File: config.mk
export PLATFORM = sky130hd
export DESIGN_NAME = alu_arbiter
export DESIGN_NICKNAME = d
export VERILOG_FILES = /design/src/rtl/alu_pkg.sv /design/src/rtl/alu_core.sv /design/src/rtl/alu_arbiter.sv
export SDC_FILE = /design/constraint.sdc
export NUM_CORES = 2
export LEC_CHECK = 0
export ABC_AREA = 1
export CORE_MARGIN = 5
export CORE_UTILIZATION = 50
export CTS_CLUSTER_SIZE = 12
export DETAILED_ROUTE_END_ITERATION = 6
export HOLD_SLACK_MARGIN = 0.12
export PLACE_DENSITY_LB_ADDON = 0.3
export SYNTH_ARGS = -nofsm -noshare
export SYNTH_HDL_FRONTEND = slang
export SYNTH_HIERARCHICAL = 1
export SYNTH_SLANG_ARGS = --single-unit
File: constraint.sdc
create_clock -name clk_i -period 9.8 [get_ports clk_i]
set_input_delay 1.96 -clock clk_i [delete_from_list [all_inputs] [get_ports clk_i]]
set_output_delay 1.96 -clock clk_i [all_outputs]
set_load 0.02 [all_outputs]
File: src/rtl/alu_pkg.sv
// Shared definitions for the two-requester ALU arbiter slice:
// opcode encodings, arbiter FSM states and the default datapath width.
package alu_pkg;

    localparam int unsigned ALU_WIDTH = 32;

    typedef enum logic [2:0] {
        OP_AND = 3'b000,
        OP_OR  = 3'b001,
        OP_ADD = 3'b010,
        OP_SUB = 3'b011,
        OP_MUL = 3'b111
    } alu_op_e;

    typedef enum logic [1:0] {
        ST_IDLE,
        ST_EXEC,
        ST_RESP
    } arb_state_e;

    // True for the five opcodes the datapath implements.
    function automatic logic is_legal_op(input logic [2:0] ctrl);
        logic legal;
        case (ctrl)
            OP_AND, OP_OR, OP_ADD, OP_SUB, OP_MUL: legal = 1'b1;
            default:                               legal = 1'b0;
        endcase
        return legal;
    endfunction

endpackage

File: src/rtl/alu_core.sv
// Combinational ALU datapath shared by the arbiter's requesters.
// Arithmetic wraps modulo 2^WIDTH; unknown opcodes yield zero and flag illegal.
module alu_core
    import alu_pkg::*;
#(
    parameter int unsigned WIDTH = ALU_WIDTH
) (
    input  logic [WIDTH-1:0] data1,
    input  logic [WIDTH-1:0] data2,
    input  logic [2:0]       ctrl,
    output logic [WIDTH-1:0] result,
    output logic             zero,
    output logic             illegal
);

    // Opcode decode and operation select; the product keeps only the low WIDTH bits.
    always_comb begin
        result  = '0;
        illegal = !is_legal_op(ctrl);
        case (ctrl)
            OP_AND:  result = data1 & data2;
            OP_OR:   result = data1 | data2;
            OP_ADD:  result = data1 + data2;
            OP_SUB:  result = data1 - data2;
            OP_MUL:  result = data1 * data2;
            default: result = '0;
        endcase
    end

    assign zero = (result == '0);

endmodule

File: src/rtl/alu_arbiter.sv
// Two-requester front end for a single shared ALU (alu_core).
// IDLE grants one requester (round robin on ties), EXEC computes, RESP holds
// the registered response until the consumer accepts it.
// Optional macro ALU_ARB_MUL_MULTICYCLE_EN: multiply occupies EXEC for
// MUL_CYCLES cycles; without it every opcode takes a single EXEC cycle.
module alu_arbiter
    import alu_pkg::*;
#(
    parameter int unsigned WIDTH      = ALU_WIDTH,
    parameter int unsigned MUL_CYCLES = 4
) (
    input  logic             clk_i,
    input  logic             rst_i,
    input  logic             r0_valid_i,
    output logic             r0_ready_o,
    input  logic [WIDTH-1:0] r0_data1_i,
    input  logic [WIDTH-1:0] r0_data2_i,
    input  logic [2:0]       r0_ctrl_i,
    input  logic             r1_valid_i,
    output logic             r1_ready_o,
    input  logic [WIDTH-1:0] r1_data1_i,
    input  logic [WIDTH-1:0] r1_data2_i,
    input  logic [2:0]       r1_ctrl_i,
    output logic             resp_valid_o,
    input  logic             resp_ready_i,
    output logic             resp_id_o,
    output logic [WIDTH-1:0] result_o,
    output logic             zero_o,
    output logic             illegal_o
);

    if (MUL_CYCLES < 2 || MUL_CYCLES > 15) begin : g_bad_mul_cycles
        $error("alu_arbiter: MUL_CYCLES must be in 2..15");
    end

    arb_state_e       state;
    logic             last_grant;
    logic [WIDTH-1:0] op_a;
    logic [WIDTH-1:0] op_b;
    logic [2:0]       op_ctrl;
    logic             op_id;

    logic             resp_valid_q;
    logic             resp_id_q;
    logic [WIDTH-1:0] result_q;
    logic             zero_q;
    logic             illegal_q;

    logic [WIDTH-1:0] core_result;
    logic             core_zero;
    logic             core_illegal;

    logic             grant0;
    logic             grant1;
    logic             exec_done;

    // Tie goes to the requester that did not win the previous grant.
    assign grant0 = r0_valid_i && (!r1_valid_i || last_grant);
    assign grant1 = r1_valid_i && (!r0_valid_i || !last_grant);

    assign r0_ready_o = (state == ST_IDLE) && grant0;
    assign r1_ready_o = (state == ST_IDLE) && grant1;

`ifdef ALU_ARB_MUL_MULTICYCLE_EN
    localparam logic [3:0] MUL_CNT_INIT = 4'(MUL_CYCLES - 1);
    logic [3:0] mul_cnt;
    assign exec_done = (op_ctrl != OP_MUL) || (mul_cnt == '0);
`else
    assign exec_done = 1'b1;
`endif

    alu_core #(
        .WIDTH (WIDTH)
    ) u_core (
        .data1   (op_a),
        .data2   (op_b),
        .ctrl    (op_ctrl),
        .result  (core_result),
        .zero    (core_zero),
        .illegal (core_illegal)
    );

    // Arbiter FSM: capture the granted operation, run it, hold the response.
    always_ff @(posedge clk_i or posedge rst_i) begin
        if (rst_i) begin
            state        <= ST_IDLE;
            last_grant   <= 1'b1;
            op_a         <= '0;
            op_b         <= '0;
            op_ctrl      <= '0;
            op_id        <= 1'b0;
            resp_valid_q <= 1'b0;
            resp_id_q    <= 1'b0;
            result_q     <= '0;
            zero_q       <= 1'b0;
            illegal_q    <= 1'b0;
`ifdef ALU_ARB_MUL_MULTICYCLE_EN
            mul_cnt      <= '0;
`endif
        end else begin
            case (state)
                ST_IDLE: begin
                    if (grant0 || grant1) begin
                        op_a       <= grant1 ? r1_data1_i : r0_data1_i;
                        op_b       <= grant1 ? r1_data2_i : r0_data2_i;
                        op_ctrl    <= grant1 ? r1_ctrl_i  : r0_ctrl_i;
                        op_id      <= grant1;
                        last_grant <= grant1;
                        state      <= ST_EXEC;
`ifdef ALU_ARB_MUL_MULTICYCLE_EN
                        mul_cnt    <= MUL_CNT_INIT;
`endif
                    end
                end
                ST_EXEC: begin
                    if (exec_done) begin
                        result_q     <= core_result;
                        zero_q       <= core_zero;
                        illegal_q    <= core_illegal;
                        resp_id_q    <= op_id;
                        resp_valid_q <= 1'b1;
                        state        <= ST_RESP;
                    end
`ifdef ALU_ARB_MUL_MULTICYCLE_EN
                    else begin
                        mul_cnt <= mul_cnt - 4'd1;
                    end
`endif
                end
                ST_RESP: begin
                    if (resp_ready_i) begin
                        resp_valid_q <= 1'b0;
                        state        <= ST_IDLE;
                    end
                end
                default: state <= ST_IDLE;
            endcase
        end
    end

    assign resp_valid_o = resp_valid_q;
    assign resp_id_o    = resp_id_q;
    assign result_o     = result_q;
    assign zero_o       = zero_q;
    assign illegal_o    = illegal_q;

endmodule

# Word-level counts from Yosys, hierarchy flattened
# Index checks and enable logic that the tools add are counted.
# word_totals
reg_bits	107
out_inout_bits	38
# classes
n_addsub	2
mul	1
n_eq_ne	8
muxes	10
n_bitwise	2
n_reduce_logical	19
# op_table
cell	n
$pmux W32 S5	1
$mux W32	2
$add A32 B32 Y32	1
$and A32 B32 Y32	1
$logic_not A32 Y1	1
$mul A32 B32 Y32	1
$or A32 B32 Y32	1
$sub A32 B32 Y32	1
$eq A3 B2 Y1 const B	2
$pmux W2 S3	1
$reduce_and A2 Y1	3
$reduce_or A5 Y1	1
$logic_and A1 B1 Y1	4
$logic_not A1 Y1	4
$mux W2	2
$eq A3 B1 Y1 const B	1
$eq A3 B3 Y1 const B	1
$logic_not A3 Y1	1
$logic_or A1 B1 Y1	3
$mux W3	1
$eq A2 B1 Y1 const B	1
$eq A2 B2 Y1 const B	1
$logic_not A2 Y1	1
$mux W1	2
other kinds (4)	4

# Depth between registers and ports, before layout
# depth
ltp_word	6
depth_mapped	36
ltp_nobuf	34

# Hierarchy
# The synthesis kept the hierarchy.
# modules_own_cells
module	instances	cells_each	area_each_um2
alu_core	1	3064	20764.9
alu_arbiter	1	683	4993.5

# Least setup slack after synthesis
# OpenSTA, ideal clock, no wires.
# synth_timing
kind	reg2reg
from	register op_b[5]
to	register zero_q, in the netlist zero_o
arrival_ns	6.871
required_ns	9.734
setup_slack_ns	2.863
stages_incl_launch_ff	34
period_less_slack_ns	6.937
cell_sequence	dfrtp_1 > clkbuf_1 > buf_1 > nand2_1 > inv_1 > fa_1 > fa_1 > fa_1 > inv_1 > fa_1 > inv_1 > fa_1 > inv_1 > fa_1 > inv_1 > fa_1 > fa_1 > ha_1 > nand2_1 > nor2_1 > inv_1 > nor3_1 > nand3_1 > nand3_1 > inv_1 > o21ai_1 > a21oi_1 > o21ai_0 > nand2_1 > nor2_1 > nand3_1 > nor2_1 > nand2_1 > nand2_1
# synth_between
elab_chain_cells	3
# synth_lines
element	line_no	text
start, declared	alu_arbiter.sv:39	logic [WIDTH-1:0] op_b;
start signal, assigned	alu_arbiter.sv:105	op_b <= grant1 ? r1_data2_i : r0_data2_i;
$mul A32 B32 Y32, or another cell as far along	alu_core.sv:25	OP_MUL: result = data1 * data2;
$pmux W32 S5 *	alu_core.sv:20	case (ctrl)
$logic_not A32 Y1 *	alu_core.sv:30	assign zero = (result == '0);
via core_zero	alu_arbiter.sv:50	logic core_zero;
end signal, assigned	alu_arbiter.sv:118	zero_q <= core_zero;
end, declared	alu_arbiter.sv:46	logic zero_q;
# The timed path passes the listed nets; every way through them passes the cells marked *.
# A chain may end at the register's enable or synchronous reset.

# Worst setup path after layout
# layout_timing
from	register op_b[2]
to	register zero_q, in the netlist zero_o
# The elaborated chain is that of the path after synthesis.

==> results.cfg <==
[synthesis]
synth_area_per_cell_um2 = 6.874
seq_area_frac_synth_pct = 10.40
synth_edf_count = 0
async_flop_share_pct = 100.0
synthDistinctLibCells = 48
synth_nets = 4452
syn_area_um2 = 25760
synth_ff_type = dfrtp_1
yosys_warnings = 6
synthCells = 3747
synth-seq-cells = 107

[global_route]
track_usage_pct = 29.09
grt_overflow = 0
grt_max_degree = 69
grt_pass1_wl_um = 129700
grt_antenna_before_repair = 2
grt_pass1_vias = 23830

[placed_design]
place.gp.congestion = 1.022
port_buffers = 176
dp_slack_ns = 1.963
hpwl_um = 65080
dp.cells = 4489

[worst_setup_path]
end_kind = flop
critPathMaxFanout = 25
path_common_cell = fa_1
cp_num_cells = 31
path_delay_family = adder cells
worst-path-buf-inv = 6
max_stage_delay_ns = 1.02
start_kind = flop
cp.arrival_ns = 8.29
worst_r2r_path_depth = 31
critPathRequiredTime_ns = 10.13
worst-setup-path-type = reg -> reg
slowest_stage = dfrtp_1

[detailed_routing]
num_vias = 23660
vias_per_cell = 5.252
wl_um = 81870
drtIter0Drc = 2144
drt-pass1-iter-count = 6
ant_nets = 0
drc = 0
wl_per_cell_um = 18.17

[sta]
fin_ws_ns = 1.840
max_slew.worst_pin.slew_ns = 1.034
finalMaxSlewViolations = 0
fmax_mhz = 125.6
grt_setup_unrepaired = no
hold_viol = 0
period_needed_ns = 7.960
finalSetupTns_ns = 0
setup_viol = 0
min_period_over_period_pct = 81.23
skew_ns = 0.01859
slew_headroom_pct = 31.08

[clock_network]
cts_hold_buffers = 0
htreeDepth = 3
cts_root_buffer = clkbuf_16
postCtsSetupRepairBufs = 0
clk_pin_slew_ns = 0.08
cts_buffer_depth = 2
cts_tree = done
clkSinkCount = 107
ctsResizeCount = 0
worst_skew_pair.late_latency_ns = 0.39
cts_buffers = 9

[hold_path]
hold_depth = 2
hold_path.class = reg -> reg

[final_layout]
layout_commonest_cell = nand2_1
multi_input_area_um2 = 19090
num-fill-cells = 5023
syn2layout_area_growth_pct = 10.14
layout_common_cells = nand2_1, inv_1, fa_1
drive_gt1_share_pct = 3.294
register_area_um2 = 2679
fin_nets = 4525
post_layout_nonfiller_instances = 4506

[die]
die_y_um = 237.0
core.rowCount = 83
core-area_um2 = 51200
die_w_um = 237.0
dieArea_um2 = 56160
ioPinCount = 177
start_util_pct = 50.31

[outcome]
status = finished, final reports clean

[job]
max_cap_violations = 0
[Yosys cell counts, drive strengths merged (2+ instances only)]
cell	n	area, µm²
dfrtp	106	2653
nand2	1317	4959
inv	860	3228
nor4	7	58.81
nor3	21	147.6
fa	409	8188
a21boi	3	22.52
nand2b	3	18.77
ha	157	1964
buf	80	399.1
nand3b	16	120.1
o21a	8	60.06
a31oi	17	106.4
o211ai	2	15.01
nor2	177	684.4
xnor2	30	270.3
nand3	184	935.9
clkbuf	98	367.9
o21ai	66	334.1
o21bai	9	67.56
nand4	26	162.7
or2	10	62.56
a21o	6	45.04
xor2	40	350.3
a21oi	89	460.4
[worst min-delay path, cell delays in order, from the launching register on]
cell and delay (ns):
dfrtp_1 0.35, nand2_1 0.06, nand2_1 0.05
[layer usage]
metal  vias up  track usage (%)  share of wire (%)
met4         2            13.56                5.7
met5         -                0              0.016
met1     11180            37.60                 39
li1      11080                -                  -
met3       249            6.056                9.8
met2      1151            47.06                 45
[sequential cells by signal (all words and copies together), names as in the netlist]
name          count
illegal_o         1
last_grant        1
resp_valid_o      1
zero_o            1
resp_id_o         1
state             2
op_id             1
op_ctrl           3
op_b             32
op_a             32
result_o         32
[path summary, 6_finish.rpt]
kind | slack, ns | endpoint | start
max in group asynchronous | 6.53 | op_b[6]$_DFFE_PP0P_ | rst_i
max reg2reg | 1.84 | zero_o$_DFFE_PP0P_ | op_b[2]$_DFFE_PP0P_
min reg2reg | 0.47 | resp_id_o$_DFFE_PP0P_ | resp_id_o$_DFFE_PP0P_
max | 1.84 | zero_o$_DFFE_PP0P_ | op_b[2]$_DFFE_PP0P_
min | 0.47 | resp_id_o$_DFFE_PP0P_ | resp_id_o$_DFFE_PP0P_
min in group asynchronous | 1.99 | op_id$_DFFE_PP0P_ | rst_i
[metrics by stage]
stage	hold slack, ns	area (µm²)	util [%]
5_1_grt	0.4972	28370	55.41
2_1_floorplan	0.4422	25760	-
6_report	0.4745	28370	55.41
3_5_place_dp	0.4582	28090	54.86
4_1_cts	0.4776	28370	55.41
3_3_place_gp	0.4555	28090	54.86
[final cells by class]
| class | instances | area share (%) |
|---|---|---|
| repair buffers | 240 | 7.885 |
| diodes | 1 | 0.008820 |
| multi-input cells | 2602 | 67.29 |
| flip-flops and latches | 107 | 9.442 |
| well taps | 680 | 2.999 |
| clock buffers | 10 | 0.8071 |
| clock inverters | 6 | 0.1764 |
| inverters | 860 | 11.39 |
[logic make-up (layout without fill, tap and decap cells)]
| kind of cell | Yosys count | after routing | share of synthesized area [%] |
|---|---|---|---|
| buf+inv | 1038 | 1116 | 15.51 |
| simple gates | 1763 | 1763 | 27.83 |
| xor+xnor | 70 | 70 | 2.409 |
| fa+ha+maj | 566 | 566 | 39.41 |
| compound gates | 203 | 203 | 4.440 |
| other cells | 0 | 1 | 0 |
| flops | 107 | 107 | 10.40 |
Power is not shown: default switching activity piles up to over one toggle a cycle in this logic, so the estimate is an artifact.
